File: src/rtl/tetris_pkg.sv
// Shared types for the LCD SPI capture path.
package tetris_pkg;

   localparam int LCD_BYTE_W = 9;

   typedef struct packed {
      logic       rs;
      logic [7:0] data;
   } lcd_byte_t;

   typedef enum logic {MON_IDLE, MON_RECV} mon_state_t;

endpackage

File: src/rtl/lcd_spi_monitor_sync_fifo.sv
// Show-ahead synchronous FIFO with wrap-bit pointers.
module sync_fifo #(
   parameter int WIDTH = 9,
   parameter int DEPTH = 16
) (
   input  logic             clk,
   input  logic             reset,
   input  logic             wr_en,
   input  logic [WIDTH-1:0] wr_data,
   input  logic             rd_en,
   output logic [WIDTH-1:0] rd_data,
   output logic             empty,
   output logic             full
);

   localparam int AW = $clog2(DEPTH);

   logic [AW:0]      wr_ptr;
   logic [AW:0]      rd_ptr;
   logic [WIDTH-1:0] mem [DEPTH];
   logic             wr_ok;
   logic             rd_ok;

   assign empty = (wr_ptr == rd_ptr);
   assign full  = (wr_ptr[AW] != rd_ptr[AW]) && (wr_ptr[AW-1:0] == rd_ptr[AW-1:0]);
   // A write into a full FIFO is accepted when the same cycle frees the head slot.
   assign wr_ok = wr_en && (!full || rd_en);
   assign rd_ok = rd_en && !empty;
   // Head is forced to zero while empty so the output has a defined reset value.
   assign rd_data = empty ? '0 : mem[rd_ptr[AW-1:0]];

   // Pointer update; reads and writes are independent.
   always_ff @(posedge clk) begin
      if (reset) begin
         wr_ptr <= '0;
         rd_ptr <= '0;
      end else begin
         if (wr_ok) wr_ptr <= wr_ptr + 1'b1;
         if (rd_ok) rd_ptr <= rd_ptr + 1'b1;
      end
   end

   // Storage array, written only on accepted pushes.
   always_ff @(posedge clk) begin
      if (wr_ok) mem[wr_ptr[AW-1:0]] <= wr_data;
   end

endmodule

File: src/rtl/lcd_spi_monitor.sv
// Passive SPI (mode 0, MSB first) snooper for the LCD link; queues {rs, byte}.
import tetris_pkg::*;

module lcd_spi_monitor #(
   parameter int FIFO_DEPTH  = 16,
   parameter int SYNC_STAGES = 2
) (
   input  logic                  clk,
   input  logic                  reset,
   input  logic                  spi_sclk,
   input  logic                  spi_mosi,
   input  logic                  spi_ss_n,
   input  logic                  lcd_rs,
   input  logic                  rd_en,
   output logic [LCD_BYTE_W-1:0] rd_data,
   output logic                  empty,
   output logic                  full,
   output logic                  overflow,
   output logic                  frame_err,
   output logic [15:0]           byte_count
);

   logic [SYNC_STAGES-1:0] sclk_sync, mosi_sync, ss_sync, rs_sync;
   logic       sclk_s, mosi_s, ss_s, rs_s;
   logic       sclk_dly_p1;
   logic       sclk_rise;
   mon_state_t state, state_next;
   logic       shift_en, clr_cnt, abort;
   logic       byte_done;
   logic [2:0] bit_cnt;
   // Only seven bits are held; the eighth comes straight from mosi on the push.
   logic [6:0] sreg;
   logic       push_p1;
   lcd_byte_t  push_data_p1;
   logic [15:0] byte_cnt_q;

   // Input synchronisers; ss_n resets to its idle (high) level.
   always_ff @(posedge clk) begin
      if (reset) begin
         sclk_sync <= '0;
         mosi_sync <= '0;
         ss_sync   <= '1;
         rs_sync   <= '0;
      end else begin
         sclk_sync <= {sclk_sync[SYNC_STAGES-2:0], spi_sclk};
         mosi_sync <= {mosi_sync[SYNC_STAGES-2:0], spi_mosi};
         ss_sync   <= {ss_sync[SYNC_STAGES-2:0], spi_ss_n};
         rs_sync   <= {rs_sync[SYNC_STAGES-2:0], lcd_rs};
      end
   end

   assign sclk_s = sclk_sync[SYNC_STAGES-1];
   assign mosi_s = mosi_sync[SYNC_STAGES-1];
   assign ss_s   = ss_sync[SYNC_STAGES-1];
   assign rs_s   = rs_sync[SYNC_STAGES-1];

   // Delayed copy of synced sclk for rising-edge detection.
   always_ff @(posedge clk) begin
      if (reset) sclk_dly_p1 <= 1'b0;
      else       sclk_dly_p1 <= sclk_s;
   end

   assign sclk_rise = sclk_s & ~sclk_dly_p1;

   // FSM state register.
   always_ff @(posedge clk) begin
      if (reset) state <= MON_IDLE;
      else       state <= state_next;
   end

   // Next state and per-cycle controls; ss_n rising beats a coincident sclk edge.
   always_comb begin
      state_next = state;
      shift_en   = 1'b0;
      clr_cnt    = 1'b0;
      abort      = 1'b0;
      case (state)
         MON_IDLE: begin
            clr_cnt = 1'b1;
            if (!ss_s) state_next = MON_RECV;
         end
         MON_RECV: begin
            if (ss_s) begin
               state_next = MON_IDLE;
               abort      = (bit_cnt != 3'd0);
            end else if (sclk_rise) begin
               shift_en = 1'b1;
            end
         end
         default: state_next = MON_IDLE;
      endcase
   end

   assign byte_done = shift_en && (bit_cnt == 3'd7);

   // Bit counter, shift register, push strobe and frame error pulse.
   always_ff @(posedge clk) begin
      if (reset) begin
         bit_cnt   <= 3'd0;
         sreg      <= '0;
         push_p1   <= 1'b0;
         frame_err <= 1'b0;
      end else begin
         if (clr_cnt)       bit_cnt <= 3'd0;
         else if (shift_en) bit_cnt <= bit_cnt + 3'd1;
         if (shift_en) sreg <= {sreg[5:0], mosi_s};
         push_p1   <= byte_done;
         frame_err <= abort;
      end
   end

   // Captured byte staged for the FIFO write one cycle after the 8th edge.
   always_ff @(posedge clk) begin
      if (byte_done) push_data_p1 <= '{rs: rs_s, data: {sreg, mosi_s}};
   end

   // Byte counter counts every completed byte, dropped or not.
   always_ff @(posedge clk) begin
      if (reset)          byte_cnt_q <= 16'd0;
      else if (byte_done) byte_cnt_q <= byte_cnt_q + 16'd1;
   end

   // Sticky overflow: push into a full FIFO with no simultaneous pop.
   always_ff @(posedge clk) begin
      if (reset)                           overflow <= 1'b0;
      else if (push_p1 && full && !rd_en) overflow <= 1'b1;
   end

   assign byte_count = byte_cnt_q;

   sync_fifo #(
      .WIDTH (LCD_BYTE_W),
      .DEPTH (FIFO_DEPTH)
   ) u_fifo (
      .clk     (clk),
      .reset   (reset),
      .wr_en   (push_p1),
      .wr_data (push_data_p1),
      .rd_en   (rd_en),
      .rd_data (rd_data),
      .empty   (empty),
      .full    (full)
   );

endmodule

File: config.mk
export PLATFORM = sky130hd
export DESIGN_NAME = lcd_spi_monitor
export DESIGN_NICKNAME = d
export VERILOG_FILES = /design/src/rtl/tetris_pkg.sv /design/src/rtl/lcd_spi_monitor_sync_fifo.sv /design/src/rtl/lcd_spi_monitor.sv
export SDC_FILE = /design/constraint.sdc
export NUM_CORES = 1
export LEC_CHECK = 0
export CORE_ASPECT_RATIO = 0.8
export CORE_UTILIZATION = 30
export CTS_CLUSTER_SIZE = 24
export DETAILED_ROUTE_END_ITERATION = 8
export SLEW_MARGIN = 20
export SYNTH_ARGS = -nofsm -noshare
export SYNTH_HDL_FRONTEND = slang
export SYNTH_SLANG_ARGS = --single-unit
File: constraint.sdc
create_clock -name clk -period 2.62 [get_ports clk]
set_input_delay 0.524 -clock clk [delete_from_list [all_inputs] [get_ports clk]]
set_output_delay 0.524 -clock clk [all_outputs]
set_load 0.02 [all_outputs]
-- Word level (Yosys, flattened, before mapping)
Memories as Yosys holds them, arrays and structs flattened. A register that Yosys moved wholly into a read port is not among the register bits.
Cells that the tools add are included.
- register bits after elaboration: 58
- latch bits: 0
- RAM bits: 144
- ROM bits: 0
- input bits: 7
- word-level logic and storage cells: 51
- memories kept: 1
- memory list (memory ; depth ; bits a word ; read ports ; clocked after memory_dff ; wr ports ; line ; text):
    u_fifo.mem ; 16 ; 9 ; 1 ; 1 ; 1 ; lcd_spi_monitor_sync_fifo.sv:20 ; logic [WIDTH-1:0] mem [DEPTH];
- add/sub/neg operators: 4
- multipliers: 0
- divide/modulo/power cells: 0
- order comparisons: 0
- equality and inequality tests: 4
- shifts and indexed selects: 0
- mux-type cells: 9
- bitwise logic cells: 4
- reductions and logical operators: 13
- operators with widths (operator ; count):
    adder 16 x 1 -> 16 bit (second input constant) ; 1
    adder 5 x 1 -> 5 bit (second input constant) ; 2
    2-to-1 mux 9 bit ; 1
    2-to-1 mux 4 bit ; 2
    logical AND 1 bit ; 6
    2-to-1 mux 1 bit ; 6
    equality test 5 bit ; 1
    equality test 4 bit ; 1
    adder 3 x 1 -> 3 bit (second input constant) ; 1
    equality test 3 bit (second input constant) ; 1
    zero test 1 bit ; 3
    NOT 1 bit ; 3
    nonzero test 3 bit ; 1
    OR reduction 3 bit ; 1
    OR reduction 2 bit ; 1
    AND 1 bit ; 1
    logical OR 1 bit ; 1
    inequality test 1 bit ; 1

-- Longest topological paths before layout
- depth after elaboration: 7
- depth in mapped cells: 7
- mapped depth without buffers: 7

-- Modules after synthesis
Synthesis repeated with hierarchy kept, for this count alone.
- cells, all modules: 493
- area total of the unflattened synthesis: 7966.4 um2
- by module, submodules not included (module ; instances ; cells an instance ; area each (um2) ; sequential area each (um2)):
    sync_fifo ; 1 ; 315 ; 6199.7 ; 4604.4
    lcd_spi_monitor ; 1 ; 178 ; 1766.7 ; 1051.0

-- Worst setup path after synthesis
No wires, ideal clock.
- path type: register to output
- start point: register u_fifo.wr_ptr[0]
- end point: output rd_data[3]
- data arrival time: 1.669 ns
- required time: 2.096 ns
- setup slack: 0.427 ns
- stages on the path, launching flop included: 6
- path buffers: 1
- cells stage by stage: dfxtp_1 xor2_1 nor4_4 and2_2 buf_4 a211oi_1
- word-level cells in the longest chain between the ends: 2
- RTL lines (what ; line ; text):
    from (decl) ; lcd_spi_monitor_sync_fifo.sv:18 ; logic [AW:0] wr_ptr;
    from (signal assigned) ; lcd_spi_monitor_sync_fifo.sv:38 ; if (wr_ok) wr_ptr <= wr_ptr + 1'b1;
    equality test 5 bit ; lcd_spi_monitor_sync_fifo.sv:24 ; assign empty = (wr_ptr == rd_ptr);
    net empty ; lcd_spi_monitor.sv:16 ; output logic empty,
    2-to-1 mux 9 bit ; lcd_spi_monitor_sync_fifo.sv:30 ; assign rd_data = empty ? '0 : mem[rd_ptr[AW-1:0]];
    to (decl) ; lcd_spi_monitor.sv:15 ; output logic [LCD_BYTE_W-1:0] rd_data,
The timed path passes the listed nets, and every way through them passes these cells.

==> results.cfg <==
[status]
outcome = finished with violations
violations = setup timing

[run]
cap_viol_max_count = 0

[cts]
cts_root_buf = clkbuf_16
clk_latency_ns = 0.49
cts_buffers = 19
cts_htree_levels = 1
cts.sinks = 206
clockBufferDepth = 3
tritoncts = yes
clk_pin_slew_ns = 0.07
cts_hold_buf = 0

[die]
ios = 36
die_area_mm2 = 0.02719
fp.coreArea_mm2 = 0.02570
rows = 52
die_h_um = 147.7
die_x_um = 184.1
start_util = 0.3097

[timing]
skew_ns = 0.01498
min_period_ns = 2.628
rsz0062_at_grt = yes
fin_crit_sh = 1.003
fin_ws_ns = -0.008338
maxSlewHeadroom = 0.5272
slew_viol_final = 0
fmax_ghz = 0.3805
setup_viol = 2
holdWs_ns = 0.4189
setup_tns_ns = -0.01442
hold_viol = 0
worst_pin_slew_ns = 0.7093

[global_routing]
grt_pass1_wl_um = 25230
overflow = 0
antenna_found_initial = 0
grt_pass1_vias = 4518
grt_util_all_layers = 0.1209
grt_max_degree = 39

[placement]
hpwl_um = 10630
placed_area_mm2 = 0.009034
portBuffers = 35
place_ws_ns = -0.07634
gp_congestion = 0.7530
placedCellCount = 886

[layout]
layout-drive-gt1-share = 0.2864
layout.nets = 588
fin_cells = 934
fill_cells = 2350
final_util = 0.3852
fin_area_mm2 = 0.009898
multi_input_area_mm2 = 0.002285
area_delta_synth_final_pct = 24.37
n_antenna_cell = 0
ff_latch_area_mm2 = 0.005664

[worst_hold_path]
min_to = ss_sync[1]$_SDFF_PP1_
hp-start = ss_sync[0]$_SDFF_PP1_
hp-class = reg -> reg
hold_depth = 1

[critical_path]
slowest_stage = mux4_2
endpoint_kind = output pin
r2r-start = sclk_sync[1]$_SDFF_PP0_
reg2reg_depth = 6
cp-start-kind = flop
crit_type = reg -> out
critPathArrivalTime_ns = 2.10
critical-path-max-stage-delay_ns = 0.50
cp.required_ns = 2.10
r2r_slack_ns = 0.63
critPathBufInv = 4
cpMostUsedCell = buf_12
timing.rr.end = byte_count[4]$_SDFFE_PP0P_
cpLargestDelayFamily = buffers and inverters
cp_cell_sequence = buf_12, buf_12, buf_8, mux4_2, o22ai_2, nor3_1, buf_2
cp_max_fo = 6

[synth]
ys_types = 43
syn_inst = 483
synth_warnings = 0
synthArstFlopShare = 0
synth_common_cells = 153 x edfxtp_1, 53 x dfxtp_1, 36 x mux4_2, 36 x nor2_1, 28 x nand2_1
ys_seq_area_frac = 0.7106
ys_ff_latch = 206
synth_top_area_frac = 0.5773
synth_nets = 499
syn_area_mm2 = 0.007959
ys_top_cells_by_area = edfxtp_1 58%, dfxtp_1 13%, mux4_2 10%
synth_top_cell_by_area = edfxtp_1
synth.avg_cell_area_um2 = 16.48
synth_ff_type = edfxtp_1
synthMostInstantiatedCell = edfxtp_1
synth_edf_count = 153

[detailed_routing]
drt_iter0_markers = 364
ant_nets = 0
viasPerCell = 4.676
drtPass1Iterations = 5
vias = 4367
wl_per_cell_um = 17.31
remaining_drc_errors = 0
routed_wl_um = 16170

[pwr]
power.leakage_nw = 3.365
ir_worst_vdd_mv = 0.4030
p_total_mw = 6.069
p_per_area_mw_per_mm2 = 613.1
==> cell type report <==
cell class	count	area share
clock buffer	23	0.05056
clock inverter	9	0.006952
inverter	7	0.002655
multi-input combinational	246	0.2308
sequential	206	0.5722
tap	351	0.04437
timing repair buffer	92	0.09240
==> power by group <==
part / total (mW) / switching [mW] / internal (mW)
logic: 0.0290 / 0.0163 / 0.0127
registers: 3.46 / 0.00228 / 3.46
clock network: 2.58 / 1.12 / 1.46
total: 6.07 / 1.14 / 4.93
==> per-layer routing <==
metal  share of wire  wire (um)  track usage  vias to the layer above
met2            0.45       7267       0.1894                       90
met5               0          0            0                        -
met3           0.045        728      0.02414                       22
li1                -          -            -                     2006
met4           0.017        269      0.02583                        0
met1            0.49       7905       0.1736                     2249
==> cells by family (layout without fill, tap and decap cells) <==
kind of cell / Yosys count / count (layout) / share of synthesized area
AND/OR/NAND/NOR: 132 / 132 / 0.08694
multiplexers: 41 / 41 / 0.1083
flip-flops: 206 / 206 / 0.7106
XOR/XNOR: 27 / 27 / 0.03160
buffers and inverters: 31 / 131 / 0.01965
AO/OA/AOI/OAI: 37 / 37 / 0.02877
adder cells (fa/ha/maj): 9 / 9 / 0.01415
==> worst reg2reg max path: stages, from the launching register on <==
cell      delay [ns]
dfxtp_1         0.33
nor4bb_1        0.26
buf_4           0.22
and2_1          0.61
nand4_1         0.22
xor2_1          0.17
nor2_1          0.05
==> timing repair <==
action,in CTS,in global routing
resized for setup,69,23
endpoints found under the setup margin,11,9
endpoints found under the hold margin,0,0
gates cloned,0,1
setup buffers,6,11
pin swaps,3,10
==> cell usage in the layout (no fill, tap or decap), types with 14 or more instances in the layout <==
cell               n
nand2_1           28
nor2_1            36
dfxtp_1           50
o22ai_2           14
clkbuf_16         20
buf_4             42
mux4_2            36
a21oi_1           15
edfxtp_1         153
clkdlybuf4s50_1   23
==> registers in the layout, indices dropped and copies added, names as in the netlist, 2 cells and up, named ones only <==
name	flops
bit_cnt	3
mosi_sync	2
u_fifo.mem	144
byte_count	16
sreg	7
sclk_sync	2
u_fifo.wr_ptr	5
ss_sync	2
rs_sync	2
push_data_p1	9
u_fifo.rd_ptr	5
==> worst max-delay path by stage <==
stage,depth (start not counted),startpoint,to,slack (ns)
2_1_floorplan,5,u_fifo.wr_ptr[0]$_SDFFE_PP0P_,rd_data[3],0.43
3_3_place_gp,6,flop,rd_data[0],-0.08
3_5_place_dp,6,flop,rd_data[0],-0.08
4_1_cts,7,flop,rd_data[6],-0.11
5_1_grt,7,flop,rd_data[2],-0.08
6_report,7,flop,rd_data[2],-0.008
(Power assumes the default switching activity.)
